$ cat src/rtl/seg7_pkg.sv
// Shared constants and types for the seven-segment reader: active-low segment
// codes in {g,f,e,d,c,b,a} order, the blank pattern and the handshake state type.
package seg7_pkg;

    localparam logic [6:0] SEG_0     = 7'b1000000;
    localparam logic [6:0] SEG_1     = 7'b1111001;
    localparam logic [6:0] SEG_2     = 7'b0100100;
    localparam logic [6:0] SEG_3     = 7'b0110000;
    localparam logic [6:0] SEG_4     = 7'b0011001;
    localparam logic [6:0] SEG_5     = 7'b0010010;
    localparam logic [6:0] SEG_6     = 7'b0000010;
    localparam logic [6:0] SEG_7     = 7'b1111000;
    localparam logic [6:0] SEG_8     = 7'b0000000;
    localparam logic [6:0] SEG_9     = 7'b0010000;

    localparam logic [6:0] SEG_HEX_A = 7'b0001000;
    localparam logic [6:0] SEG_HEX_B = 7'b0000011;
    localparam logic [6:0] SEG_HEX_C = 7'b1000110;
    localparam logic [6:0] SEG_HEX_D = 7'b0100001;
    localparam logic [6:0] SEG_HEX_E = 7'b0000110;
    localparam logic [6:0] SEG_HEX_F = 7'b0001110;

    localparam logic [6:0] SEG_BLANK = 7'b1111111;

    typedef enum logic {
        ST_TRACK = 1'b0,
        ST_PEND  = 1'b1
    } state_e;

endpackage

$ cat src/rtl/seg7_decode.sv
// Combinational segment-pattern lookup: value, legal and blank flags.
// Hex letters A..F decode to 10..15 only when SEG7_READER_HEX_EN is defined.
module seg7_decode
    import seg7_pkg::*;
(
    input  logic [6:0] pattern_i,
    output logic [3:0] value_o,
    output logic       legal_o,
    output logic       blank_o
);

    always_comb begin
        value_o = 4'd0;
        legal_o = 1'b1;
        blank_o = 1'b0;
        case (pattern_i)
            SEG_0:     value_o = 4'd0;
            SEG_1:     value_o = 4'd1;
            SEG_2:     value_o = 4'd2;
            SEG_3:     value_o = 4'd3;
            SEG_4:     value_o = 4'd4;
            SEG_5:     value_o = 4'd5;
            SEG_6:     value_o = 4'd6;
            SEG_7:     value_o = 4'd7;
            SEG_8:     value_o = 4'd8;
            SEG_9:     value_o = 4'd9;
`ifdef SEG7_READER_HEX_EN
            SEG_HEX_A: value_o = 4'd10;
            SEG_HEX_B: value_o = 4'd11;
            SEG_HEX_C: value_o = 4'd12;
            SEG_HEX_D: value_o = 4'd13;
            SEG_HEX_E: value_o = 4'd14;
            SEG_HEX_F: value_o = 4'd15;
`endif
            SEG_BLANK: begin
                legal_o = 1'b0;
                blank_o = 1'b1;
            end
            default:   legal_o = 1'b0;
        endcase
    end

endmodule

$ cat src/rtl/seg7_reader.sv
// Debounced seven-segment display reader with a valid/ready digit output and an
// illegal-pattern error counter. Optional hex digits via SEG7_READER_HEX_EN.
module seg7_reader
    import seg7_pkg::*;
#(
    parameter int unsigned STABLE_CYCLES = 4
) (
    input  logic       iClk,
    input  logic       iRst,
    input  logic [6:0] iSeg,
    input  logic       iReady,
    output logic [3:0] oData,
    output logic       oValid,
    output logic       oErr,
    output logic [7:0] oErrCnt,
    output state_e     oState
);

    localparam logic [7:0] STABLE_MAX = 8'(STABLE_CYCLES);

    // Handshake: oValid stays high with oData frozen until a rising edge sees
    // iReady=1; that edge completes the transfer. iReady while !oValid is ignored.

    logic [6:0] seg_q;
    logic [7:0] cnt_q, cnt_d;
    logic       qual_q, qual_d;
    state_e     state_q, state_d;
    logic [3:0] data_q, data_d;
    logic [6:0] last_q, last_d;
    logic       err_q, err_d;
    logic [7:0] err_cnt_q, err_cnt_d;

    logic [3:0] dec_value;
    logic       dec_legal;
    logic       dec_blank;
    logic       stable;

    seg7_decode u_decode (
        .pattern_i (seg_q),
        .value_o   (dec_value),
        .legal_o   (dec_legal),
        .blank_o   (dec_blank)
    );

    // A count of zero means no sample since reset, so the first one always restarts at 1.
    always_comb begin
        cnt_d = cnt_q;
        if (cnt_q == 8'd0 || iSeg != seg_q) begin
            cnt_d = 8'd1;
        end else if (cnt_q != STABLE_MAX) begin
            cnt_d = cnt_q + 8'd1;
        end
        qual_d = (cnt_d == STABLE_MAX) && (cnt_q != STABLE_MAX);
    end

    assign stable = (cnt_q == STABLE_MAX);

    always_comb begin
        state_d   = state_q;
        data_d    = data_q;
        last_d    = last_q;
        err_d     = 1'b0;
        err_cnt_d = err_cnt_q;

        if (stable && dec_blank) begin
            last_d = SEG_BLANK;
        end

        // Errors use the one-cycle qualification pulse so a held bad pattern counts once.
        if (qual_q && !dec_legal && !dec_blank) begin
            err_d = 1'b1;
            if (err_cnt_q != 8'hFF) begin
                err_cnt_d = err_cnt_q + 8'd1;
            end
        end

        case (state_q)
            ST_TRACK: begin
                if (stable && dec_legal && seg_q != last_q) begin
                    state_d = ST_PEND;
                    data_d  = dec_value;
                    last_d  = seg_q;
                end
            end
            ST_PEND: begin
                if (iReady) begin
                    state_d = ST_TRACK;
                end
            end
            default: state_d = ST_TRACK;
        endcase
    end

    always_ff @(posedge iClk) begin
        if (iRst) begin
            seg_q     <= SEG_BLANK;
            cnt_q     <= 8'd0;
            qual_q    <= 1'b0;
            state_q   <= ST_TRACK;
            data_q    <= 4'd0;
            last_q    <= SEG_BLANK;
            err_q     <= 1'b0;
            err_cnt_q <= 8'd0;
        end else begin
            seg_q     <= iSeg;
            cnt_q     <= cnt_d;
            qual_q    <= qual_d;
            state_q   <= state_d;
            data_q    <= data_d;
            last_q    <= last_d;
            err_q     <= err_d;
            err_cnt_q <= err_cnt_d;
        end
    end

    assign oData   = data_q;
    assign oValid  = (state_q == ST_PEND);
    assign oErr    = err_q;
    assign oErrCnt = err_cnt_q;
    assign oState  = state_q;

endmodule
$ cat config.mk
export PLATFORM = sky130hd
export DESIGN_NAME = seg7_reader
export DESIGN_NICKNAME = d
export VERILOG_FILES = /design/src/rtl/seg7_pkg.sv /design/src/rtl/seg7_decode.sv /design/src/rtl/seg7_reader.sv
export SDC_FILE = /design/constraint.sdc
export NUM_CORES = 1
export LEC_CHECK = 0
export CAP_MARGIN = 10
export CORE_UTILIZATION = 50
export CTS_CLUSTER_DIAMETER = 40
export DETAILED_ROUTE_END_ITERATION = 16
export GPL_TIMING_DRIVEN = 0
export PLACE_DENSITY = 0.73
export SLEW_MARGIN = 20
export SYNTH_ARGS = -nofsm -noshare
export SYNTH_HDL_FRONTEND = slang
export SYNTH_SLANG_ARGS = --single-unit
$ cat constraint.sdc
create_clock -name iClk -period 2.4 [get_ports iClk]
set_input_delay 0.48 -clock iClk [delete_from_list [all_inputs] [get_ports iClk]]
set_output_delay 0.48 -clock iClk [all_outputs]
set_load 0.01 [all_outputs]
# --- After elaboration in Yosys (flattened, before gate mapping) ---
# Cells that the tools add are included.
totals:
  reg_bits: 37
  latch_bits: 0
  ram_bits: 0
  rom_bits: 0
  out_inout_bits: 15
  wordCells: 53
  n_memories: 0
classes:
  addsub: 2
  multipliers: 0
  n_div: 0
  magnitude_cmp: 0
  eq_ne: 16
  n_shift: 0
  mux: 12
  bitwise_logic: 1
  reduce_logical: 14
op_table:
  columns: ["operator", "count"]
  rows:
  - ["$pmux W4 S9", 1]
  - ["$eq A7 B7 Y1 const B", 4]
  - ["$eq A7 B5 Y1 const B", 3]
  - ["$mux W7", 3]
  - ["$add A8 B1 Y8 const B", 2]
  - ["$eq A8 B3 Y1 const B", 2]
  - ["$mux W8", 2]
  - ["$eq A7 B6 Y1 const B", 2]
  - ["$ne A7 B7 Y1", 2]
  - ["$reduce_or A10 Y1", 1]
  - ["$logic_not A8 Y1", 1]
  - ["$ne A8 B3 Y1 const B", 1]
  - ["$ne A8 B8 Y1 const B", 1]
  - ["$eq A7 B2 Y1 const B", 1]
  - ["$logic_not A7 Y1", 1]
  - ["$logic_and A1 B1 Y1", 6]
  - ["$mux W1", 5]
  - ["$reduce_and A2 Y1", 2]
  - ["$logic_not A1 Y1", 2]
  - ["$pmux W1 S2", 1]
  - ["$logic_or A1 B1 Y1", 1]
  - ["$not A1 Y1", 1]

# --- Logic depth before layout (Yosys ltp) ---
logic_depth:
  ltp_word: 7
  depth_mapped: 8

# --- Hierarchy ---
# A second synthesis with hierarchy kept.
unflattened:
  hier_cells: 209
  hier_area_um2: 1888.1
modules_own_cells:
  columns: ["mod", "instances", "cells_per_inst", "area_each_um2", "seq_area_each_um2"]
  rows:
  - ["seg7_reader", 1, 186, 1734.2, 740.7]
  - ["seg7_decode", 1, 23, 153.9, 0.0]

# --- Worst setup path before layout ---
# OpenSTA, ideal clock, no wires.
synth_path:
  path_kind: "flip-flop to flip-flop"
  from: "reg seg_q[4]"
  to: "reg err_cnt_q[5] (netlist: oErrCnt[5])"
  setup_time_ns: 0.115
  t_arrival_ns: 1.706
  slack_ns: 0.580
  stages_incl_launch_ff: 9
  path_buffers: 2
  period_less_slack_ns: 1.820
  path_cell_list: "dfxtp_1 > buf_6 > or4b_1 > o31ai_2 > a211oi_4 > nand3_2 > buf_6 > o31a_1 > o21a_1"
synth_via:
  elab_chain_cells: 7
  elab_cells_between_ends: 19
synth_rtl:
  columns: ["element", "line_no", "source"]
  rows:
  - ["start, declared", "seg7_reader.sv:24", "logic [6:0] seg_q;"]
  - ["start signal, assigned", "seg7_reader.sv:105", "seg_q <= iSeg;"]
  - ["$eq A7 B7 Y1 (tied with other cells)", "seg7_decode.sv:16", "case (pattern_i)"]
  - ["$reduce_or A10 Y1 (no source line)", null, null]
  - ["$mux W1", "seg7_decode.sv:16", null]
  - ["$logic_not A1 Y1", "seg7_reader.sv:70", "if (qual_q && !dec_legal && !dec_blank) begin"]
  - ["$logic_and A1 B1 Y1", "seg7_reader.sv:70", null]
  - ["$logic_and A1 B1 Y1 (*)", "seg7_reader.sv:70", null]
  - ["$reduce_and A2 Y1 (no source line) (*)", null, null]
  - ["end signal, assigned", "seg7_reader.sv:112", "err_cnt_q <= err_cnt_d;"]
  - ["end, declared", "seg7_reader.sv:31", "logic [7:0] err_cnt_q, err_cnt_d;"]
# Mark *: on every way between the ends. The rest lies on a longest branch, timed or not.
# A chain may end at the register's enable or synchronous reset.

# --- Worst setup path after layout ---
layout_path:
  from: "in iSeg[1]"
  to: "reg qual_q"
layout_via:
  elab_chain_cells: 5
layout_rtl:
  columns: ["element", "line_no", "source"]
  rows:
  - ["start, declared", "seg7_reader.sv:10", "input logic [6:0] iSeg,"]
  - ["$ne A7 B7 Y1", "seg7_reader.sv:48", "if (cnt_q == 8'd0 || iSeg != seg_q) begin"]
  - ["$logic_or A1 B1 Y1", "seg7_reader.sv:48", null]
  - ["$mux W8", "seg7_reader.sv:48", null]
  - ["$eq A8 B3 Y1", "seg7_reader.sv:53", "qual_d = (cnt_d == STABLE_MAX) && (cnt_q != STABLE_MAX);"]
  - ["$logic_and A1 B1 Y1", "seg7_reader.sv:53", null]
  - ["end signal, assigned", "seg7_reader.sv:107", "qual_q <= qual_d;"]
  - ["end, declared", "seg7_reader.sv:26", "logic qual_q, qual_d;"]
# Every way passes these cells.

==> flow_metrics.env <==
export IMPL_place_area_sq_um=2280
export IMPL_cap_violations=0
export IMPL_finalSetupViolCount=0
export IMPL_synth_edff_count=0
export IMPL_dr_wl_met2_um=1800
export IMPL_drtIter0Drc=126
export IMPL_status="finished, final reports clean"
export IMPL_top_layer_used="met4"
export IMPL_grt_overflow=0
export IMPL_drc_errors=0
export IMPL_wl_met3_um=176
export IMPL_die_w_um=64.9
export IMPL_cts_buffer_depth=2
export IMPL_antenna_found_initial=0
export IMPL_instances_no_fill=306
export IMPL_cp_arrival_ns=2.40
export IMPL_netlist_instances=226
export IMPL_cts_tree="done"
export IMPL_hold_class="reg2reg"
export IMPL_p_clk_share_pct=44.1
export IMPL_min_path_cells=2
export IMPL_regArea_sq_um=741
export IMPL_timing_fmax_mhz=461
export IMPL_slew_viol_final=0
export IMPL_die_h_um=64.9
export IMPL_max_slew_margin_pct=49.5
export IMPL_std_cell_rows=22
export IMPL_vias=1654
export IMPL_ioPinCount=25
export IMPL_start_kind="input pin"
export IMPL_final_area_sq_um=2400
export IMPL_nFillCells=324
export IMPL_ir_drop_mv=0.504
export IMPL_cts_clk_slew_worst_paths_ns=0.08
export IMPL_start_util_pct=53.2
export IMPL_met1_length_um=2050
export IMPL_cp_startpoint="iSeg[1]"
export IMPL_seq_area_frac_synth_pct=37.4
export IMPL_p_switching_mw=0.309
export IMPL_synth_largest_area_cell="dfxtp_1"
export IMPL_tightest_slew_ns=0.751
export IMPL_ant_nets=0
export IMPL_io_buffer_count=24
export IMPL_layout_nets=270
export IMPL_worstRegToRegCells=7
export IMPL_ys_types=48
export IMPL_pwr_share_comb_pct=8.4
export IMPL_post_cts_resized=0
export IMPL_netlist_top_cells_area="dfxtp_1, xor2_1, nor2_1"
export IMPL_numCtsBuffers=5
export IMPL_crit_path_end_kind="register"
export IMPL_n_antenna_cell=0
export IMPL_r2r_start="cnt_q[2]"
export IMPL_path_class="in2reg"
export IMPL_period_needed_ns=2.17
export IMPL_ys_async_sr_fraction_pct=0
export IMPL_synth_ff_type="dfxtp_1"
export IMPL_syn_to_final_growth_pct=21.3
export IMPL_rsz0062_at_grt="false"
export IMPL_totalWireLength_um=4090
export IMPL_ys_ff_latch=37
export IMPL_worstHoldStart="oData[3]"
export IMPL_cts_sinks=37
export IMPL_dieArea_sq_um=4210
export IMPL_final_hold_violation_count=0
export IMPL_gp_congestion=0.790
export IMPL_avgSynthCellArea_sq_um=8.75
export IMPL_cts_hold_repair_buffers=0
export IMPL_finalSetupTns_ns=0
export IMPL_swShare_pct=23.4
export IMPL_core_area_sq_um=3720
export IMPL_worst_clock_skew_ns=0.00352
export IMPL_powerDensity_nw_per_um2=549
export IMPL_hold_slack_ns=0.475
export IMPL_root_buffer="clkbuf_8"
export IMPL_hpwl_um=2960
export IMPL_dr_pass1_iters=5
export IMPL_cts_htree_levels=2
export IMPL_layout_drive_gt1_share_pct=14.7
export IMPL_multiInputGateArea_sq_um=1100
export IMPL_p_leak_nw=0.837
export IMPL_finalCritPeriodShare_pct=90.4
export IMPL_pwr_share_seq_pct=47.6
export IMPL_via_per_inst=5.41
export IMPL_cts_setup_buffers=0
export IMPL_power_mw=1.32
export IMPL_insertion_delay_ns=0.29
export IMPL_internal_power_mw=1.01
export IMPL_dp_cells=298
export IMPL_wl_per_cell_um=13.4
export IMPL_netlist_area_leader_share_pct=37.4
export IMPL_synth_net_count=239
export IMPL_track_usage_pct=22.1
export IMPL_grt_max_degree=13
export IMPL_cp_required_ns=2.64
export IMPL_grt_pass1_wl_um=7070
export IMPL_syn_area_sq_um=1980
export IMPL_grt_pass1_vias=1493
export IMPL_crit_fanout=4
export IMPL_synth_warnings=0
per-stage QoR:
stage / worst slack (ns) / util, %
4_1_cts: 0.243 / 64.5
6_report: 0.231 / 64.5
3_5_place_dp: -0.0575 / 61.3
5_1_grt: 0.0241 / 64.5
3_3_place_gp: -0.0410 / 61.3
2_1_floorplan: 0.580 / -
worst max-delay path: stages:
cell and delay, ns:
clkdlybuf4s50_1 0.49, xnor2_1 0.13, nand4_1 0.11, nor4_1 0.58, nand2_1 0.21, nor2_1 0.18, o2111a_1 0.21
layout by cell type, fill, tap and decap left out, drive strengths merged, types with 2 or more instances in the layout:
cell	count
dfxtp	37
clkdlybuf4s50	24
nor2	23
a21oi	20
xor2	17
nand3	14
nand2	13
nor3	12
clkbuf	11
buf	10
nor4	7
o21ai	7
or2	7
inv	6
xnor2	6
or3	5
nand4	5
and3	3
nand2b	3
ha	3
o31ai	3
nor3b	2
a211oi	2
state kept, by name, indices dropped and copies added (netlist names):
| signal | cells |
|---|---|
| qual_q | 1 |
| oErr | 1 |
| oData | 4 |
| cnt_q | 8 |
| oErrCnt | 8 |
| seg_q | 7 |
| oState | 1 |
| last_q | 7 |
cell usage after synthesis (2+ instances only):
library cell  count
o31ai_1           2
nor3_1           10
buf_4             3
and3_1            3
a21oi_1          17
nand4_1           5
nor3b_1           2
ha_1              3
nand3_2           2
buf_6             4
nand2_1          13
clkbuf_1          5
dfxtp_1          37
or3_1             5
nor4_1            7
inv_1             6
xnor2_1           6
buf_2             2
xor2_1           17
nand2b_1          3
nand3_1          12
or2_2             7
a21oi_2           2
o21ai_0           7
nor2_1           23
path summary, 6_finish.rpt:
path,end,slack [ns]
max,qual_q,0.23
min,oData[3],0.48
max reg2reg,last_q[6],0.24
min reg2reg,oData[3],0.48
routing by layer:
metal,up-vias,track usage (%)
li1,855,-
met5,-,0
met2,30,34.2
met4,0,8.33
met1,764,29.5
met3,5,5.28
cell type report:
| type | count | share of cell area (%) |
|---|---|---|
| multi-input combinational | 168 | 46.0 |
| sequential | 37 | 30.9 |
| timing repair buffer | 24 | 10.0 |
| buffer | 15 | 4.64 |
| clock buffer | 6 | 3.44 |
| tap | 48 | 2.50 |
| clock inverter | 2 | 1.56 |
| inverter | 6 | 0.939 |
power groups by stage:
stage,Clock (mW),Combinational [mW],Sequential [mW]
floorplan,0,0.0759,0.640
global placement,0,0.109,0.641
detailed placement,0,0.110,0.641
CTS,0.581,0.110,0.627
global route,0.604,0.122,0.629
finish,0.580,0.110,0.627
logic make-up after synthesis:
family          after synthesis  share of synthesized area, %
simple gates                 99                          27.3
compound gates               42                          15.9
mux                           1                         0.506
xor+xnor                     23                          10.2
flops                        37                          37.4
buf+inv                      21                          6.77
fa+ha+maj                     3                          1.90
Power figures use the tool's default switching activity.
